File: config.mk
export PLATFORM = sky130hd
export DESIGN_NAME = scaler_ctrl
export DESIGN_NICKNAME = d
export VERILOG_FILES = /design/src/rtl/scaler_ctrl.sv
export SDC_FILE = /design/constraint.sdc
export NUM_CORES = 1
export LEC_CHECK = 0
export ABC_AREA = 1
export CAP_MARGIN = 20
export CORE_UTILIZATION = 25
export CTS_BUF_LIST = sky130_fd_sc_hd__clkbuf_4 sky130_fd_sc_hd__clkbuf_8 sky130_fd_sc_hd__clkbuf_16
export CTS_CLUSTER_DIAMETER = 50
export DETAILED_ROUTE_END_ITERATION = 8
export SETUP_SLACK_MARGIN = 0.4
export SLEW_MARGIN = 20
export SYNTH_ARGS = -nofsm -noshare
export SYNTH_HDL_FRONTEND = slang
export SYNTH_SLANG_ARGS = --single-unit
File: constraint.sdc
create_clock -name clk -period 2.2 [get_ports clk]
set_input_delay 0.44 -clock clk [delete_from_list [all_inputs] [get_ports clk]]
set_output_delay 0.44 -clock clk [all_outputs]
set_load 0.01 [all_outputs]
File: src/rtl/scaler_ctrl.sv
`default_nettype none
// ============================================================================
// Module      : scaler_ctrl
// Description : Ping-pong tile buffer controller with 2-D pixel-replicating
//               readout. Optional macro SCALER_CTRL_FRAME_REPEAT_EN replays
//               the current bank when the next tile is not ready.
// Revision    : 1.0 - initial release
// ============================================================================
module scaler_ctrl #(
  parameter int SRC_W = 32,
  parameter int SRC_H = 32,
  parameter int HREP  = 20,
  parameter int VREP  = 15
) (
  input  logic       clk,
  input  logic       i_rst_n,
  input  logic       i_start,
  input  logic       i_wr_valid,
  output logic       o_wr_ready,
  input  logic [7:0] i_wr_data,
  output logic       o_buf_we,
  output logic       o_buf_wbank,
  output logic [9:0] o_buf_waddr,
  output logic [7:0] o_buf_wdata,
  output logic       o_buf_re,
  output logic       o_buf_rbank,
  output logic [9:0] o_buf_raddr,
  input  logic [7:0] i_buf_rdata,
  output logic       o_out_valid,
  input  logic       i_out_ready,
  output logic [7:0] o_out_data,
  output logic       o_out_sof,
  output logic       o_out_eol,
  output logic       o_busy
);

  localparam int c_AW   = 10;
  localparam int c_CW   = $clog2(SRC_W);
  localparam int c_RW   = $clog2(SRC_H);
  localparam int c_HW   = $clog2(HREP);
  localparam int c_VW   = $clog2(VREP);
  localparam int c_NPIX = SRC_W * SRC_H;

  typedef enum logic [1:0] {
    S_IDLE  = 2'd0,
    S_FILL  = 2'd1,
    S_RUN   = 2'd2,
    S_DRAIN = 2'd3
  } state_t;

  state_t            r_state;
  logic              r_wbank;
  logic              r_rbank;
  logic [c_AW-1:0]   r_wcount;
  logic              r_wfull;
  logic              r_wait;
  logic [c_HW-1:0]   r_hrep;
  logic [c_CW-1:0]   r_col;
  logic [c_VW-1:0]   r_vrep;
  logic [c_RW-1:0]   r_row;
  logic              r_pend;
  logic              r_pend_sof;
  logic              r_pend_eol;
  logic [1:0][9:0]   r_fmem;
  logic              r_fwp;
  logic              r_frp;
  logic [1:0]        r_fcnt;

  logic              w_wr_acc;
  logic              w_wlast;
  logic              w_full_now;
  logic              w_pop;
  logic [1:0]        w_occ;
  logic              w_re;
  logic              w_hend;
  logic              w_cend;
  logic              w_vend;
  logic              w_rend;
  logic              w_first;
  logic              w_fend;

  assign o_wr_ready = (r_state == S_FILL) | ((r_state == S_RUN) & ~r_wfull);
  assign w_wr_acc   = i_wr_valid & o_wr_ready;
  assign w_wlast    = w_wr_acc & (r_wcount == c_AW'(c_NPIX - 1));
  assign w_full_now = r_wfull | w_wlast;

  // Occupancy the FIFO will have after this edge if no read is issued now.
  assign w_pop = (r_fcnt != 2'd0) & i_out_ready;
  assign w_occ = r_fcnt + {1'b0, r_pend} - {1'b0, w_pop};
  assign w_re  = (r_state == S_RUN) & ~r_wait & (w_occ < 2'd2);

  assign w_hend  = (r_hrep == c_HW'(HREP - 1));
  assign w_cend  = (r_col  == c_CW'(SRC_W - 1));
  assign w_vend  = (r_vrep == c_VW'(VREP - 1));
  assign w_rend  = (r_row  == c_RW'(SRC_H - 1));
  assign w_first = (r_hrep == '0) & (r_col == '0) & (r_vrep == '0) & (r_row == '0);
  assign w_fend  = w_re & w_hend & w_cend & w_vend & w_rend;

  assign o_buf_we    = w_wr_acc;
  assign o_buf_wbank = r_wbank;
  assign o_buf_waddr = r_wcount;
  assign o_buf_wdata = w_wr_acc ? i_wr_data : 8'd0;
  assign o_buf_re    = w_re;
  assign o_buf_rbank = r_rbank;
  assign o_buf_raddr = c_AW'({r_row, r_col});

  assign o_out_valid = (r_fcnt != 2'd0);
  assign o_out_data  = r_fmem[r_frp][7:0];
  assign o_out_sof   = o_out_valid & r_fmem[r_frp][9];
  assign o_out_eol   = o_out_valid & r_fmem[r_frp][8];
  assign o_busy      = (r_state != S_IDLE);

  always_ff @(posedge clk or negedge i_rst_n) begin
    if (!i_rst_n) begin
      r_state    <= S_IDLE;
      r_wbank    <= 1'b0;
      r_rbank    <= 1'b0;
      r_wcount   <= '0;
      r_wfull    <= 1'b0;
      r_wait     <= 1'b0;
      r_hrep     <= '0;
      r_col      <= '0;
      r_vrep     <= '0;
      r_row      <= '0;
      r_pend     <= 1'b0;
      r_pend_sof <= 1'b0;
      r_pend_eol <= 1'b0;
    end else begin
      if (w_wr_acc) begin
        r_wcount <= w_wlast ? '0 : r_wcount + c_AW'(1);
      end
      if (w_wlast) begin
        r_wfull <= 1'b1;
      end

      r_pend     <= w_re;
      r_pend_sof <= w_re & w_first;
      r_pend_eol <= w_re & w_hend & w_cend;

      // hrep innermost, then col, vrep, row; all wrap to zero at frame end.
      if (w_re) begin
        if (w_hend) begin
          r_hrep <= '0;
          if (w_cend) begin
            r_col <= '0;
            if (w_vend) begin
              r_vrep <= '0;
              r_row  <= w_rend ? '0 : r_row + c_RW'(1);
            end else begin
              r_vrep <= r_vrep + c_VW'(1);
            end
          end else begin
            r_col <= r_col + c_CW'(1);
          end
        end else begin
          r_hrep <= r_hrep + c_HW'(1);
        end
      end

      case (r_state)
        S_IDLE: begin
          if (i_start) begin
            r_state  <= S_FILL;
            r_wbank  <= 1'b0;
            r_wcount <= '0;
            r_wfull  <= 1'b0;
            r_wait   <= 1'b0;
            r_hrep   <= '0;
            r_col    <= '0;
            r_vrep   <= '0;
            r_row    <= '0;
          end
        end
        S_FILL: begin
          if (w_wlast) begin
            r_state <= S_RUN;
            r_rbank <= r_wbank;
            r_wbank <= ~r_wbank;
            r_wfull <= 1'b0;
          end
        end
        S_RUN: begin
          if (r_wait) begin
            if (!i_start) begin
              r_state <= S_DRAIN;
              r_wait  <= 1'b0;
            end else if (w_full_now) begin
              r_rbank  <= r_wbank;
              r_wbank  <= ~r_wbank;
              r_wcount <= '0;
              r_wfull  <= 1'b0;
              r_wait   <= 1'b0;
            end
          end else if (w_fend) begin
            if (!i_start) begin
              r_state <= S_DRAIN;
            end else if (w_full_now) begin
              r_rbank  <= r_wbank;
              r_wbank  <= ~r_wbank;
              r_wcount <= '0;
              r_wfull  <= 1'b0;
            end else begin
`ifdef SCALER_CTRL_FRAME_REPEAT_EN
              r_wait <= 1'b0;
`else
              r_wait <= 1'b1;
`endif
            end
          end
        end
        S_DRAIN: begin
          if ((r_fcnt == 2'd0) && !r_pend) begin
            r_state <= S_IDLE;
          end
        end
        default: r_state <= S_IDLE;
      endcase
    end
  end

  // Two-entry output FIFO; sof/eol ride along with the pixel.
  always_ff @(posedge clk or negedge i_rst_n) begin
    if (!i_rst_n) begin
      r_fmem <= '0;
      r_fwp  <= 1'b0;
      r_frp  <= 1'b0;
      r_fcnt <= 2'd0;
    end else begin
      if (r_pend) begin
        r_fmem[r_fwp] <= {r_pend_sof, r_pend_eol, i_buf_rdata};
        r_fwp         <= ~r_fwp;
      end
      if (w_pop) begin
        r_frp <= ~r_frp;
      end
      r_fcnt <= w_occ;
    end
  end

endmodule
`default_nettype wire

# After elaboration in Yosys (flattened, before gate mapping)
# Index checks and enable logic that the tools add are counted.
dict set report word_totals {
  n_memories 0
  wordCells 151
  mem_bits_ro 0
  input_bits 21
  latchBits 0
  ramBits 0
  regBits 62
}
dict set report classes {
  multipliers 0
  n_shift 0
  mux 69
  add_sub_neg 7
  bitwise 23
  n_lt_le_gt_ge 4
  n_div 0
  reduce_logical 18
  n_eq_ne 12
}
# operator count
set ops {}
lappend ops {{$mux 10} 10}
lappend ops {{$mux 5} 16}
lappend ops {{$mux 4} 6}
lappend ops {{$mux 1} 22}
lappend ops {{$bwmux 20} 1}
lappend ops {{$pmux 10 s2} 1}
lappend ops {{$and 1x1->1} 16}
lappend ops {{$add 5x1->5 const B} 3}
lappend ops {{$eq 5x5->1 const B} 3}
lappend ops {{$logic_not 5->1} 3}
lappend ops {{$mux 2} 6}
lappend ops {{$add 10x1->10 const B} 1}
lappend ops {{$demux 10 s1} 1}
lappend ops {{$eq 10x10->1 const B} 1}
lappend ops {{$mux 8} 1}
lappend ops {{$pmux 2 s4} 1}
lappend ops {{$reduce_and 4->1} 2}
lappend ops {{$reduce_bool 2->1} 4}
lappend ops {{$ne 2x2->1 const B} 3}
lappend ops {{$pmux 1 s3} 2}
lappend ops {{$not 1->1} 5}
lappend ops {{$add 4x1->4 const B} 1}
lappend ops {{$eq 2x2->1 const B} 2}
lappend ops {{$eq 4x4->1 const B} 1}
lappend ops {{other kinds (16)} 21}

# Depth between registers and ports, before layout
dict set report logic_depth {
  ltp_word 12
  mapped_depth 19
  depth_no_buf 19
}

# Least setup slack after synthesis
# No wires, ideal clock.
dict set report synth_timing {
  kind {reg-to-reg}
  startpoint {register r_fcnt[0]}
  endpoint {register r_row[0]}
  setup_slack_ns -0.091
  setup_ns 0.117
  arrival_ns 2.174
  path_buffers 0
  stages_incl_launch_ff 20
  required_ns 2.083
  path_cell_list {dfrtp_1 > nor2_1 > inv_1 > nand2_1 > inv_1 > ha_1 > inv_1 > ha_1 > inv_1 > nand2_1 > nand2_1 > nand2_1 > nand2_1 > nand2_4 > nor2_8 > nand2_8 > nor2_8 > nand2_1 > nand2_1 > nor2_1}
}
dict set report synth_between {
  elab_chain_cells 8
  elab_cells_between_ends 9
  classes_between {add/sub: 2; order compare: 1; mux: 3; bitwise: 2; reduce/logical: 1}
}
# element line_no
set synth_rtl {}
lappend synth_rtl {{start: declaration} 67} ;# logic [1:0] r_fcnt;
lappend synth_rtl {{start signal: assignment} 236} ;# r_fcnt <= w_occ;
lappend synth_rtl {{$reduce_bool 2->1 (*)} --}
lappend synth_rtl {{named net o_out_valid} 29} ;# output logic o_out_valid,
lappend synth_rtl {{$and 1x1->1 (*)} 88} ;# assign w_pop = (r_fcnt != 2'd0) & i_out_ready;
lappend synth_rtl {{named net w_pop} 72} ;# logic w_pop;
lappend synth_rtl {{$sub 2x1->2 (*)} 89} ;# assign w_occ = r_fcnt + {1'b0, r_pend} - {1'b0, w_pop};
lappend synth_rtl {{$lt 2x2->1 (*)} 90} ;# assign w_re = (r_state == S_RUN) & ~r_wait & (w_occ < 2'd2);
lappend synth_rtl {{$and 1x1->1 (*)} 90}
lappend synth_rtl {{$mux 5 (*)} 141} ;# if (w_re) begin
lappend synth_rtl {{$mux 5} 162} ;# if (i_start) begin
lappend synth_rtl {{$mux 5 (*)} 160} ;# case (r_state)
lappend synth_rtl {{end signal: assignment} 148} ;# r_row <= w_rend ? '0 : r_row + c_RW'(1);
lappend synth_rtl {{end: declaration} 60} ;# logic [c_RW-1:0] r_row;
# The timed path passes the listed nets; every way through them passes the cells marked *.
# A chain may end at the register's enable or synchronous reset.

# Worst setup path in the final report
dict set report layout_timing {
  startpoint {register r_fcnt[0]}
  endpoint {output port o_buf_re}
}
dict set report layout_between {
  elab_chain_cells 5
  elab_cells_between_ends 6
  classes_between {add/sub: 2; order compare: 1; bitwise: 2; reduce/logical: 1}
}
# element line_no
set layout_rtl {}
lappend layout_rtl {{$reduce_bool 2->1} 88}
lappend layout_rtl {{$and 1x1->1} 88}
lappend layout_rtl {{named net w_pop} 72}
lappend layout_rtl {{$sub 2x1->2} 89}
lappend layout_rtl {{$lt 2x2->1} 90}
lappend layout_rtl {{$and 1x1->1} 90}
lappend layout_rtl {{end: declaration} 25} ;# output logic o_buf_re,
# The timed path passes the listed nets, and every way through them passes these cells.

==> results.tsv <==
stage	metric	value	unit
drt	Initial DRC Count	146	
floorplanning	Die Y	119.4	um
power_and_ir_drop	Flop pwr share	28.0	%
worst_setup_path	most frequent CP cell	inv_2	
power_and_ir_drop	clock share of power	23.8	%
sta	fmax	422.3	MHz
drt	Routed Antenna Nets	0	
clocking	Hold Buf Count CTS	0	
clocking	Worst-Skew Late Latency	330	ps
layout	share of layout cells above drive strength 1	28.80	%
worst_setup_path	critical path type	reg -> out	
clocking	CTS tree	done	
sta	clock skew	3.468	ps
sta	max_slew headroom	58.35	%
clocking	clk sinks	62	
clocking	H-tree Lvls	3	
global_route	vias in the first global route	3091	
sta	Final Hold Fails	0	
placed_design	dpl cells	695	
clocking	Num CTS Buffers	9	
run_status	violated checks	negative setup slack	
layout	most common cell after layout, fill and taps aside	nand2_1	
sta	period utilization	107.6	%
worst_setup_path	reg-to-reg startpoint	r_fcnt[0]	
layout	most frequent cells in the layout	nand2_1, dfrtp_1, inv_1, nor2_1, clkdlybuf4s50_1	
clocking	clock-pin slew on the worst setup and hold paths	50	ps
synthesis	distinct cell type count after synthesis	36	
worst_setup_path	crit-path max FO	2	
run_status	status	finished with violations	
floorplanning	starting density of the core	25.83	%
sta	Max Slew Vio Count	0	
floorplanning	Die X	119.4	um
worst_setup_path	CP required	1760	ps
job	total of max-cap violations	0	
drt	first-pass iteration count of the detailed router	4	
clocking	CTS max path bufs	2	
global_route	antenna violations before repair	0	
worst_setup_path	critical path's largest stage delay	380	ps
power_and_ir_drop	PD cells	1144	nW/um^2
layout	fin area	5207	um^2
synthesis	Syn Area/Cell	7.784	um^2
sta	setup violators final	17	
sta	RSZ-0062 raised after global routing	true	
sta	worst setup margin	-167.8	ps
floorplanning	I/O Pins	66	
drt	Residual DRC	0	
drt	Via density	4.267	
worst_setup_path	Slowest-stage cell, CP	dfrtp_1	
power_and_ir_drop	worst vdd ir	0.3595	mV
synthesis	post-synthesis instance area	3448	um^2
synthesis	Yosys reg bits	62	
drt	total wire length	8.393	mm
placed_design	Port Buffers	65	
floorplanning	core area	13350	um^2
placed_design	Post-DP Area	4458	um^2
worst_setup_path	WP buf/inv	5	
synthesis	Cells after Synth	443	
layout	fin nets	598	
sta	Tightest Pin Transition	623.2	ps
global_route	global route total overflow	0	
worst_setup_path	crit path cell chain	nor2_2, inv_2, nand2_2, inv_2, ha_4, inv_2, ha_4, nand2_1, nand3b_1, nand2_2, nand2_4, inv_2, buf_6	
worst_setup_path	crit end category	output pin	
synthesis	Synthesis Warnings	0	
power_and_ir_drop	Net Sw Frac	37.26	%
synthesis	ys flop type	dfrtp_1	
global_route	first-pass GRT wire length	14.22	mm
power_and_ir_drop	Pleak	0.002579	uW
layout	final non-filler cell total	742	
power_and_ir_drop	Comb power frac	48.2	%
layout	# diodes	0	
synthesis	EDFF count, synth	0	
synthesis	syn_nets	480	
sta	min cycle time layout	2368	ps
clocking	clk root buf	clkbuf_16	
layout	Storage cell area	1558	um^2
power_and_ir_drop	Int Power	3738	uW
placed_design	RD Place Congestion	0.8315	
layout	area of the multi-input gates	1817	um^2
floorplanning	FP Rows	42	
min_path	worst hold path class	in -> async	
worst_setup_path	crit path from	r_fcnt[0]	
global_route	pin count of the biggest net entering global routing	63	
worst_setup_path	startpoint types	flip-flop	
layout	Fillers	1345	
worst_setup_path	WP depth	13	
worst_setup_path	Data arrival, critical path	1930	ps
power_and_ir_drop	Psw	2220	uW
synthesis	sequential area share after synthesis	44.99	%
placed_design	Detail Placement HPWL	5.661	mm
layout	Area growth syn-to-layout	51.02	%
drt	wire per inst	11.31	um
global_route	GRT Overall Usage	12.48	%
worst_setup_path	Worst path top cell family by delay	simple AND/OR/NAND/NOR gates	
drt	Vias	3166	
floorplanning	die area	14270	um^2
synthesis	async set-reset flop share out of synthesis	100.0	%
worst_setup_path	FF-to-FF path depth	18	
final cells by class:
type / count / share of cell area, %
clock buffers: 11 / 4.733
repair buffers: 115 / 19.73
inverters: 70 / 5.382
clock inverters: 5 / 1.129
multi-input cells: 303 / 34.89
flip-flops and latches: 62 / 29.91
well taps: 176 / 4.229
routing by layer:
metal	GRT usage, %	wire (um)	up-vias
met5	0	0	-
met4	4.766	114	0
met3	3.257	357	10
met2	20.38	4084	58
met1	15.69	3836	1482
li1	-	-	1616
flip-flops by register name, indices dropped and copies added, names as in the netlist, 2 cells and up:
register     cells
r_state          2
r_fcnt           2
r_col            5
o_buf_waddr     10
r_vrep           4
r_fmem          20
r_row            5
r_hrep           5
per-stage QoR:
stage               worst slack, ps  power (uW)  setup TNS (ps)  hold WS, ps  utilization, %
finish                       -167.8        5957           -1356        116.8           39.01
detailed placement           -676.7        3987          -14030        473.0           33.40
global route                 -314.0        6421           -6516        153.7           39.01
floorplan                     36.58        2967               0        144.4               -
CTS                          -222.8        5892           -1852        132.6           38.13
global placement             -729.5        3938          -15080        462.3           33.40
timing repair:
action,4_1_cts,5_1_grt
gates cloned,1,0
pin swaps,13,14
gates resized for setup,148,31
endpoints found under the setup margin,62,60
setup buffers,24,6
endpoints found under the hold margin,0,0
power by group through the flow:
stage	combinational, uW	sequential [uW]	clock (uW)
floorplan	1330	1640	0
global placement	2280	1660	0
detailed placement	2310	1680	0
CTS	2770	1660	1470
global route	3200	1700	1510
finish	2870	1670	1420
logic make-up after synthesis:
logic type                 Yosys count  synth area share (%)
buffers and inverters               79                 8.853
xor gates and xnor gates            10                 2.540
and+or+nand+nor                    225                 30.08
DFF                                 62                 44.99
adders and majority gates           16                 5.805
AOI/OAI and AO/OA                   51                 7.729
worst paths after layout:
check / end / slack, ps
worst max-delay path: o_buf_re / -170
worst min-delay path: r_fmem[15] / 120
worst max register to register: r_row[0] / -130
worst min register to register: o_buf_rbank / 480
max in group asynchronous: r_row[0] / 1780
min in group clk: o_buf_rbank / 480
synthesized netlist by cell type, types with 3 or more instances:
library cell,n,share of area [%]
nand4_1,8,1.5
nor2_1,56,6.1
ha_1,16,5.8
nor3_1,6,0.87
inv_1,65,7.1
dfrtp_1,62,45
nand3_1,13,1.9
o21ai_0,33,4.8
clkbuf_1,8,0.87
xor2_1,9,2.3
inv_2,4,0.44
nor2_2,3,0.54
nand2_1,117,13
a21oi_1,13,1.9
nand2_2,5,0.91
Note: power is estimated with default switching activity, not from simulation.
